File: src/rtl/tx_frame_sequencer.sv
// tx_frame_sequencer
//   Transmit-side frame sequencer for DAA/HDR transfers. On start it latches a
//   frame count N and asks the serializer for frames 0..N-1, one at a time,
//   over a level request / pulse done handshake. The final frame is flagged so
//   the serializer can close the transfer. Completion, abort and watchdog
//   timeout are reported.
// Parameters
//   CNT_W    width of frame count and frame index
//   TMO_CYC  REQ cycles allowed without i_fcnt_frm_done before timeout (0 = off)
// Ports
//   i_fcnt_clk         clock, rising edge
//   i_fcnt_rst_n       asynchronous active-low reset
//   i_fcnt_start       start pulse, honoured only in IDLE
//   i_fcnt_no_frms     frame count, latched on an accepted start
//   i_fcnt_frm_done    serializer pulse: current frame sent
//   i_fcnt_abort       synchronous abort, highest priority
//   o_fcnt_frm_req     level: send frame o_fcnt_frm_idx
//   o_fcnt_frm_idx     0-based index of the requested frame
//   o_fcnt_last_frame  requested frame is the last one
//   o_fcnt_busy        high in REQ and DONE
//   o_fcnt_done        1-cycle pulse: all frames sent
//   o_fcnt_err         1-cycle pulse: zero-length start or timeout
module tx_frame_sequencer #(
    parameter int CNT_W   = 8,
    parameter int TMO_CYC = 255
) (
    input  logic             i_fcnt_clk,
    input  logic             i_fcnt_rst_n,
    input  logic             i_fcnt_start,
    input  logic [CNT_W-1:0] i_fcnt_no_frms,
    input  logic             i_fcnt_frm_done,
    input  logic             i_fcnt_abort,
    output logic             o_fcnt_frm_req,
    output logic [CNT_W-1:0] o_fcnt_frm_idx,
    output logic             o_fcnt_last_frame,
    output logic             o_fcnt_busy,
    output logic             o_fcnt_done,
    output logic             o_fcnt_err
);

    localparam int WD_W = (TMO_CYC < 2) ? 1 : $clog2(TMO_CYC + 1);

    localparam logic [1:0] S_IDLE = 2'd0;
    localparam logic [1:0] S_REQ  = 2'd1;
    localparam logic [1:0] S_DONE = 2'd2;

    logic [1:0]       r_state;
    logic [CNT_W-1:0] r_idx;
    logic [CNT_W-1:0] r_total;
    logic [WD_W-1:0]  r_wdog;
    logic             r_err;

    logic w_last;
    logic w_wd_exp;

    // Compare at CNT_W bits so total = 2^CNT_W-1 needs no extra width.
    assign w_last = (r_idx == (r_total - CNT_W'(1)));

    // The counter holds the number of idle REQ cycles already seen; this
    // cycle being idle too makes TMO_CYC of them.
    assign w_wd_exp = (TMO_CYC != 0) && (r_wdog == WD_W'(TMO_CYC - 1));

    always_ff @(posedge i_fcnt_clk or negedge i_fcnt_rst_n) begin
        if (!i_fcnt_rst_n) begin
            r_state <= S_IDLE;
            r_idx   <= '0;
            r_total <= '0;
            r_wdog  <= '0;
            r_err   <= 1'b0;
        end else begin
            r_err <= 1'b0;
            if (i_fcnt_abort) begin
                r_state <= S_IDLE;
                r_idx   <= '0;
                r_wdog  <= '0;
            end else begin
                case (r_state)
                    S_IDLE: begin
                        if (i_fcnt_start) begin
                            if (i_fcnt_no_frms == '0) begin
                                r_err <= 1'b1;
                            end else begin
                                r_total <= i_fcnt_no_frms;
                                r_idx   <= '0;
                                r_wdog  <= '0;
                                r_state <= S_REQ;
                            end
                        end
                    end
                    S_REQ: begin
                        if (i_fcnt_frm_done) begin
                            r_wdog <= '0;
                            if (w_last) r_state <= S_DONE;
                            else        r_idx   <= r_idx + CNT_W'(1);
                        end else if (w_wd_exp) begin
                            r_err   <= 1'b1;
                            r_state <= S_IDLE;
                            r_idx   <= '0;
                            r_wdog  <= '0;
                        end else begin
                            r_wdog <= r_wdog + WD_W'(1);
                        end
                    end
                    S_DONE: begin
                        r_state <= S_IDLE;
                        r_idx   <= '0;
                    end
                    default: begin
                        r_state <= S_IDLE;
                        r_idx   <= '0;
                    end
                endcase
            end
        end
    end

    assign o_fcnt_frm_req    = (r_state == S_REQ);
    assign o_fcnt_frm_idx    = r_idx;
    assign o_fcnt_last_frame = (r_state == S_REQ) && w_last;
    assign o_fcnt_busy       = (r_state == S_REQ) || (r_state == S_DONE);
    assign o_fcnt_done       = (r_state == S_DONE);
    assign o_fcnt_err        = r_err;

endmodule
File: config.mk
export PLATFORM = sky130hd
export DESIGN_NAME = tx_frame_sequencer
export DESIGN_NICKNAME = d
export VERILOG_FILES = /design/src/rtl/tx_frame_sequencer.sv
export SDC_FILE = /design/constraint.sdc
export NUM_CORES = 1
export LEC_CHECK = 0
export CAP_MARGIN = 20
export CORE_MARGIN = 3
export CORE_UTILIZATION = 45
export DETAILED_ROUTE_END_ITERATION = 8
export PLACE_DENSITY_LB_ADDON = 0.15
export SETUP_SLACK_MARGIN = 0.3
export SYNTH_ARGS = -nofsm -noshare
export SYNTH_HDL_FRONTEND = slang
export SYNTH_SLANG_ARGS = --single-unit
File: constraint.sdc
create_clock -name i_fcnt_clk -period 2.7 [get_ports i_fcnt_clk]
set_input_delay 0.405 -clock i_fcnt_clk [delete_from_list [all_inputs] [get_ports i_fcnt_clk]]
set_output_delay 0.405 -clock i_fcnt_clk [all_outputs]
set_load 0.01 [all_outputs]
==> Word-level counts from Yosys, hierarchy flattened <==
Index checks and enable logic that the tools add are counted.
{ "totals": {"ff_bits": 27, "input_bits": 13, "out_inout_bits": 13} }
{ "op_classes": {"add_sub_neg": 3, "n_eq_ne": 9, "mux": 24, "bitwise_logic": 2, "n_reduce_logical": 9} }
{ "op_table": {"columns": ["cell", "count"], "rows": [
  ["$mux 8", 9],
  ["$pmux 8 s2", 2],
  ["$add 8x1->8 const B", 2],
  ["$mux 2", 6],
  ["$reduce_and 4->1", 3],
  ["$eq 8x8->1", 1],
  ["$eq 8x8->1 const B", 1],
  ["$logic_not 8->1", 1],
  ["$ne 4x3->1 const B", 2],
  ["$sub 8x1->8 const B", 1],
  ["$ne 3x3->1 const B", 2],
  ["$mux 1", 5],
  ["$ne 4x4->1 const B", 1],
  ["$pmux 2 s2", 1],
  ["$reduce_and 3->1", 1],
  ["$reduce_bool 3->1", 1],
  ["$eq 2x1->1 const B", 1],
  ["$eq 2x2->1 const B", 1],
  ["$logic_not 2->1", 1],
  ["$not 1->1", 2],
  ["$pmux 1 s2", 1],
  ["$logic_and 1x1->1", 1],
  ["$logic_or 1x1->1", 1]
]} }

==> Depth between registers and ports, before layout <==
Gate-level depths: netlist (run 1).
{ "logic_depth": {"ltp_word": 6, "depth_mapped": 8} }

==> Worst setup path before layout (run 1) <==
OpenSTA, ideal clock, no wires.
{ "synth_timing": {"path_kind": "reg-to-output", "from": "register r_total[0]", "to": "output o_fcnt_last_frame", "arrival_time_ns": 1.883, "required_time_ns": 2.295, "path_slack_ns": 0.412, "path_stages_with_launch": 8, "path_buffers": 0, "path_cell_list": "dfrtp_1 inv_1 ha_1 or3b_1 nor4_1 o2111ai_2 a21oi_2 and2_2"} }
{ "synth_via": {"elab_chain_len": 3} }
{ "synth_lines": {"columns": ["item", "line_no", "text"], "rows": [
  ["from (decl)", "49", "logic [CNT_W-1:0] r_total;"],
  ["from (signal assigned)", "83", "r_total <= i_fcnt_no_frms;"],
  ["$sub 8x1->8", "57", "assign w_last = (r_idx == (r_total - CNT_W'(1)));"],
  ["$eq 8x8->1", "57", null],
  ["$logic_and 1x1->1", "119", "assign o_fcnt_last_frame = (r_state == S_REQ) && w_last;"],
  ["to (decl)", "35", "output logic o_fcnt_last_frame,"]
]} }
No other way between the ends.

==> Final worst setup path (run 1) <==
Ends and elaborated chain as after synthesis.

==> flow_metrics.py, run 1 <==
metrics = {
    "outcome": {
        "status": "finished, final reports clean",
    },
    "floorplan": {
        "die_area_um2": 4659,
        "die_x_um": 68.26,
        "core_area_um2": 3521,
        "initial_core_util": 0.4954,
        "io_pins": 26,
        "die_y_um": 68.26,
        "rows": 21,
    },
    "pwr": {
        "ir_drop_mv": 0.3098,
        "powerDensity_nw_per_um2": 672.1,
        "internal_power_w": 0.0009453,
        "seqPwrFrac": 0.378,
        "power_leakage_nw": 0.8900,
        "p_switching_w": 0.0005852,
        "comb_power_share": 0.469,
        "p_clk_frac": 0.153,
        "swShare": 0.3824,
    },
    "setup_path": {
        "cp-start-kind": "flip-flop",
        "cp_max_fo": 4,
        "rrSetupSlack_ps": 290,
        "worstPathRequired_ps": 2300,
        "endpoint_kind": "primary output",
        "cp_data_arrival_time_ps": 2150,
        "worst-setup-path-type": "reg -> out",
    },
    "timing": {
        "grt_setup_unrepaired": "yes",
        "post-route-period-util": 0.9467,
        "post-route-min-period_ps": 2556,
        "tightest_slew_ps": 502.1,
        "max_freq_mhz": 391.2,
        "finalSetupViolCount": 0,
        "relSlewSlack": 0.6622,
        "holdWs_ps": 497.4,
        "drv_slew": 0,
        "fin_skew_ps": 4.481,
        "setup_ws_ps": 143.9,
        "finalHoldViolCount": 0,
    },
    "detailed_routing": {
        "route.vias.total": 1562,
        "postRouteAntennaNets": 0,
        "post-route-drc-count": 0,
        "drtIter0Drc": 172,
        "first_pass_iters": 4,
        "vias_per_cell": 5.807,
        "routed_wl_um": 4194,
        "routedWlPerCell_um": 15.59,
    },
    "clock_network": {
        "path_clk_slew_ps": 100,
        "cts_buffer_depth": 2,
        "cts_tree": "yes",
        "insertion_delay_ps": 270,
        "clock_sinks": 27,
        "cts_hold_buf": 0,
        "cts_inserted_buffers": 3,
        "cts-root-buf": "clkbuf_8",
        "cts-htree-levels": 1,
    },
    "synth": {
        "synth-edff-count": 0,
        "synthArstFlopShare": 1.000,
        "ys_types": 57,
        "yosysWarnings": 0,
        "synth-seq-area-share": 0.3874,
        "synth-main-ff-cell": "dfrtp_1",
        "synth.avg_cell_area_um2": 9.428,
        "yosys-top-cells-area": "dfrtp_1 39%, ha_1 5.7%, o21ai_0 5.2%",
        "yosys.cell_count.top_type": "dfrtp_1",
        "synth_area_um2": 1744,
        "synth_cells": 185,
        "synth_top_area_frac": 0.3874,
        "synth_largest_area_cell": "dfrtp_1",
        "synth.net_count": 206,
        "synth_seq_cells": 27,
        "synthTopCellsByCount": "27 x dfrtp_1, 18 x o21ai_0, 14 x nand2_1",
    },
    "placed_design": {
        "io_buffer_count": 25,
        "hpwlAfterDp_um": 3032,
        "gp_congestion": 0.8478,
        "post-place-ws_ps": -59.08,
        "placed_area_um2": 2093,
    },
    "layout": {
        "regArea_um2": 678.2,
        "final_util": 0.6468,
        "area_delta_synth_final_pct": 30.56,
        "n_fill_cell": 313,
        "multiInputGateArea_um2": 1100,
        "fin_area_um2": 2277,
        "final_nets": 245,
        "insertedDiodeCount": 0,
        "drive_above_1_share": 0.2197,
    },
    "min_path": {
        "hp-class": "in -> async",
    },
    "grt": {
        "grt_antenna_before_repair": 0,
        "grt_pass1_vias": 1456,
        "grt-ovfl-total": 0,
        "grtUsageTotal": 0.1840,
        "grt_pass1_wl_um": 6513,
        "grt_max_degree": 28,
    },
    "job": {
        "drv_cap": 0,
    },
}
logic make-up (layout without fill, tap and decap cells):
logic type,Yosys count,in the layout,synth area share
fa+ha+maj,8,8,0.05739
mux,6,6,0.03802
compound gates,47,47,0.1865
xor+xnor,8,8,0.04806
flops,27,27,0.3874
buf+inv,14,52,0.03228
simple gates,75,75,0.2504
power groups by stage:
stage,registers (W),clock network [W],logic (W)
after floorplan,0.000546,0,0.000427
after global placement,0.000570,0,0.000580
after detailed placement,0.000577,0,0.000614
after CTS,0.000573,0.000238,0.000671
after global routing,0.000590,0.000254,0.000777
final,0.000579,0.000234,0.000717
stage by stage:
stage | TNS [ps] | cells | total power [W]
after floorplan | 0 | 185 | 0.0009734
after global placement | 0 | 259 | 0.001149
after detailed placement | -59.08 | 259 | 0.001190
after CTS | 0 | 264 | 0.001482
after global routing | 0 | 269 | 0.001621
final | 0 | 269 | 0.001530
flip-flops by register name, summed over array words and instances, names as in the netlist:
register	count
o_fcnt_err	1
o_fcnt_frm_idx	8
r_state	2
r_total	8
r_wdog	8
area by class of cell:
cell class	count	area share
clock buffer	3	0.01813
clock inverter	1	0.002198
inverter	8	0.01319
multi-input combinational	144	0.4830
sequential	27	0.2978
tap	46	0.02527
timing repair buffer	40	0.1604
metal layers:
metal,track usage,vias to the layer above,part of all wire,wire [um]
met4,0.06452,0,0.017,71
met1,0.2382,748,0.43,1817
li1,-,755,-,-
met2,0.3141,51,0.50,2077
met5,0,-,0,0
met3,0.02299,8,0.054,228
critical path, stage by stage, from the launching register on:
cell,delay [ps]
dfrtp_1,420
or4_4,590
o221ai_2,180
nor3b_4,300
a21oi_2,110
and2_4,170
buf_6,110
final timing paths:
| check | to | cells after the start | start |
|---|---|---|---|
| worst max register to register | o_fcnt_frm_idx[3]$_DFFE_PN0P_ | 7 | r_total[0]$_DFFE_PN0P_ |
| worst min register to register | r_wdog[7]$_DFFE_PN0P_ | 1 | r_wdog[7]$_DFFE_PN0P_ |
| worst max-delay path | o_fcnt_last_frame | 6 | r_total[0]$_DFFE_PN0P_ |
| max in group asynchronous | r_total[2]$_DFFE_PN0P_ | 2 | i_fcnt_rst_n |
| worst min-delay path | o_fcnt_frm_idx[4]$_DFFE_PN0P_ | 2 | i_fcnt_rst_n |
| min in group i_fcnt_clk | r_wdog[7]$_DFFE_PN0P_ | 1 | r_wdog[7]$_DFFE_PN0P_ |
cells in the final DEF, fill, tap and decap left out, types with 2 or more instances in the layout:
cell / count
or2_2: 2
and2_1: 3
o31ai_1: 3
mux2_2: 5
o21ai_1: 2
dfrtp_2: 2
ha_1: 7
buf_6: 2
clkbuf_8: 3
and3b_1: 2
o21ai_0: 18
nor2_1: 13
xnor2_1: 6
o211ai_1: 2
and3_1: 3
a21oi_2: 2
inv_1: 6
dfrtp_1: 25
nor4_1: 2
buf_4: 13
nand4_1: 3
nor2b_1: 2
o41ai_1: 2
a21oi_1: 5
nand2_1: 14
clkdlybuf4s50_1: 24
inv_2: 2
nor3_1: 2
nand3_1: 7
nand2b_1: 3
nor4_4: 2
or3_1: 4
timing repair:
action,CTS,global route
buffers inserted,1,4
endpoints found under the setup margin,9,9
gates resized for setup,14,11
pin swaps,3,11
gates cloned,0,1
Note: power is estimated with default switching activity, not from simulation.
==> run 2: changes to the inputs <==
--- a/config.mk
+++ b/config.mk
@@ -14,3 +14,4 @@
 export SYNTH_ARGS = -nofsm -noshare
 export SYNTH_HDL_FRONTEND = slang
 export SYNTH_SLANG_ARGS = --single-unit
+export TNS_END_PERCENT = 50
==> flow_metrics.py, run 2 (synthesized netlist as in run 1, its figures left out) <==
metrics = {
    "clock_network": {
        "cts_buffer_depth": 2,
        "insertion_delay_ps": 270,
        "cts-root-buf": "clkbuf_8",
        "cts_tree": "yes",
        "path_clk_slew_ps": 90,
        "cts_inserted_buffers": 3,
        "clock_sinks": 27,
        "cts_hold_buf": 0,
        "cts-htree-levels": 1,
    },
    "detailed_routing": {
        "routedWlPerCell_um": 15.34,
        "post-route-drc-count": 0,
        "first_pass_iters": 4,
        "vias_per_cell": 5.806,
        "route.vias.total": 1556,
        "routed_wl_um": 4112,
        "postRouteAntennaNets": 0,
        "drtIter0Drc": 201,
    },
    "timing": {
        "drv_slew": 0,
        "finalHoldViolCount": 0,
        "max_freq_mhz": 391.3,
        "tightest_slew_ps": 496.7,
        "finalSetupViolCount": 0,
        "relSlewSlack": 0.6658,
        "holdWs_ps": 495.2,
        "fin_skew_ps": 1.829,
        "post-route-min-period_ps": 2556,
        "grt_setup_unrepaired": "yes",
        "tns_ps": 0,
        "post-route-period-util": 0.9466,
    },
    "floorplan": {
        "die_y_um": 68.26,
        "io_pins": 26,
        "rows": 21,
        "initial_core_util": 0.4954,
        "die_area_um2": 4659,
        "die_x_um": 68.26,
        "core_area_um2": 3521,
    },
    "placed_design": {
        "dp.cells": 259,
        "io_buffer_count": 25,
        "hpwlAfterDp_um": 3032,
        "gp_congestion": 0.8478,
    },
    "layout": {
        "final_util": 0.6389,
        "layout_common_cells": "25 x dfrtp_1, 24 x clkdlybuf4s50_1, 18 x o21ai_0, 14 x nand2_1, 13 x nor2_1",
        "final_nets": 244,
        "drive_above_1_share": 0.2072,
        "fin_cells": 268,
        "area_delta_synth_final_pct": 28.98,
        "insertedDiodeCount": 0,
        "layout_commonest_cell": "dfrtp_1",
    },
    "grt": {
        "grt_antenna_before_repair": 0,
        "grt_pass1_wl_um": 6513,
        "grtUsageTotal": 0.1840,
        "grt-ovfl-total": 0,
        "grtUsageMet1": 0.2382,
        "grt_pass1_vias": 1456,
        "grt.met3_usage": 0.02299,
        "grt_util_met2": 0.3141,
        "grt-busiest-layer": "met2",
        "grt_max_degree": 28,
    },
    "min_path": {
        "hp-class": "in -> async",
    },
    "setup_path": {
        "worst-setup-path-type": "reg -> out",
        "worstPathRequired_ps": 2300,
        "cp_max_fo": 4,
        "endpoint_kind": "primary output",
        "cp_data_arrival_time_ps": 2150,
        "cp-start-kind": "flip-flop",
    },
    "job": {
        "drv_cap": 0,
    },
    "pwr": {
        "ir_drop_mv": 0.3271,
        "powerDensity_nw_per_um2": 674.1,
        "power_leakage_nw": 0.8801,
    },
    "outcome": {
        "status": "finished, final reports clean",
    },
}
run 2: cell count changes in the layout (fill, tap and decap cells not counted), sizes merged:
cell	before	now
buf	16	15
run 2: worst max-delay path, stage by stage (launching register included):
cell and delay (ps):
dfrtp_1 420, or4_4 590, o221ai_2 180, nor3b_4 300, a21oi_2 110, and2_4 170
buf_6 110
run 2: cell type report:
type / count / area [um^2]
inverters: 8 / 30.03
fillers: 312 / 1271
clock buffers: 3 / 41.29
flip-flops and latches: 27 / 678.2
repair buffers: 39 / 357.8
well taps: 46 / 57.56
multi-input cells: 144 / 1080
clock inverters: 1 / 5.005
run 2: where the power goes:
group          total (W)  internal (W)  switching [W]
clock network   0.000231      0.000103       0.000128
logic           0.000706      0.000360       0.000345
registers       0.000579      0.000477       0.000103
total            0.00152      0.000941       0.000576
run 2: worst paths after layout:
check,startpoint,slack (ps),end,depth (start not counted)
worst max-delay path,r_total[0]$_DFFE_PN0P_,140,o_fcnt_last_frame,6
worst min-delay path,i_fcnt_rst_n,500,o_fcnt_frm_idx[4]$_DFFE_PN0P_,2
worst max register to register,r_total[0]$_DFFE_PN0P_,290,o_fcnt_frm_idx[3]$_DFFE_PN0P_,7
worst min register to register,r_wdog[7]$_DFFE_PN0P_,500,r_wdog[7]$_DFFE_PN0P_,1
max in group asynchronous,i_fcnt_rst_n,1920,r_total[2]$_DFFE_PN0P_,2
min in group i_fcnt_clk,r_wdog[7]$_DFFE_PN0P_,500,r_wdog[7]$_DFFE_PN0P_,1
run 2: timing repair:
action | 4_1_cts | 5_1_grt
buffers inserted | 1 | 3
setup endpoints to repair | 9 | 10
cloned | 0 | 1
pin swaps | 3 | 9
gates resized for setup | 13 | 9
hold endpoints to repair | 0 | 0
run 2: routing by layer:
metal  part of all wire  vias to the layer above
li1                   -                      753
met1               0.46                      760
met2               0.50                       33
met3              0.033                       10
met4              0.015                        0
met5                  0                        -
run 2: through the flow:
step	total power [W]	setup slack, ps	area [um^2]
after global routing	0.001607	59.61	2250
after CTS	0.001480	110.9	2180
after global placement	0.001149	33.38	2093
final	0.001516	144.1	2250
after detailed placement	0.001190	-59.08	2093
after floorplan	0.0009734	412.4	1744
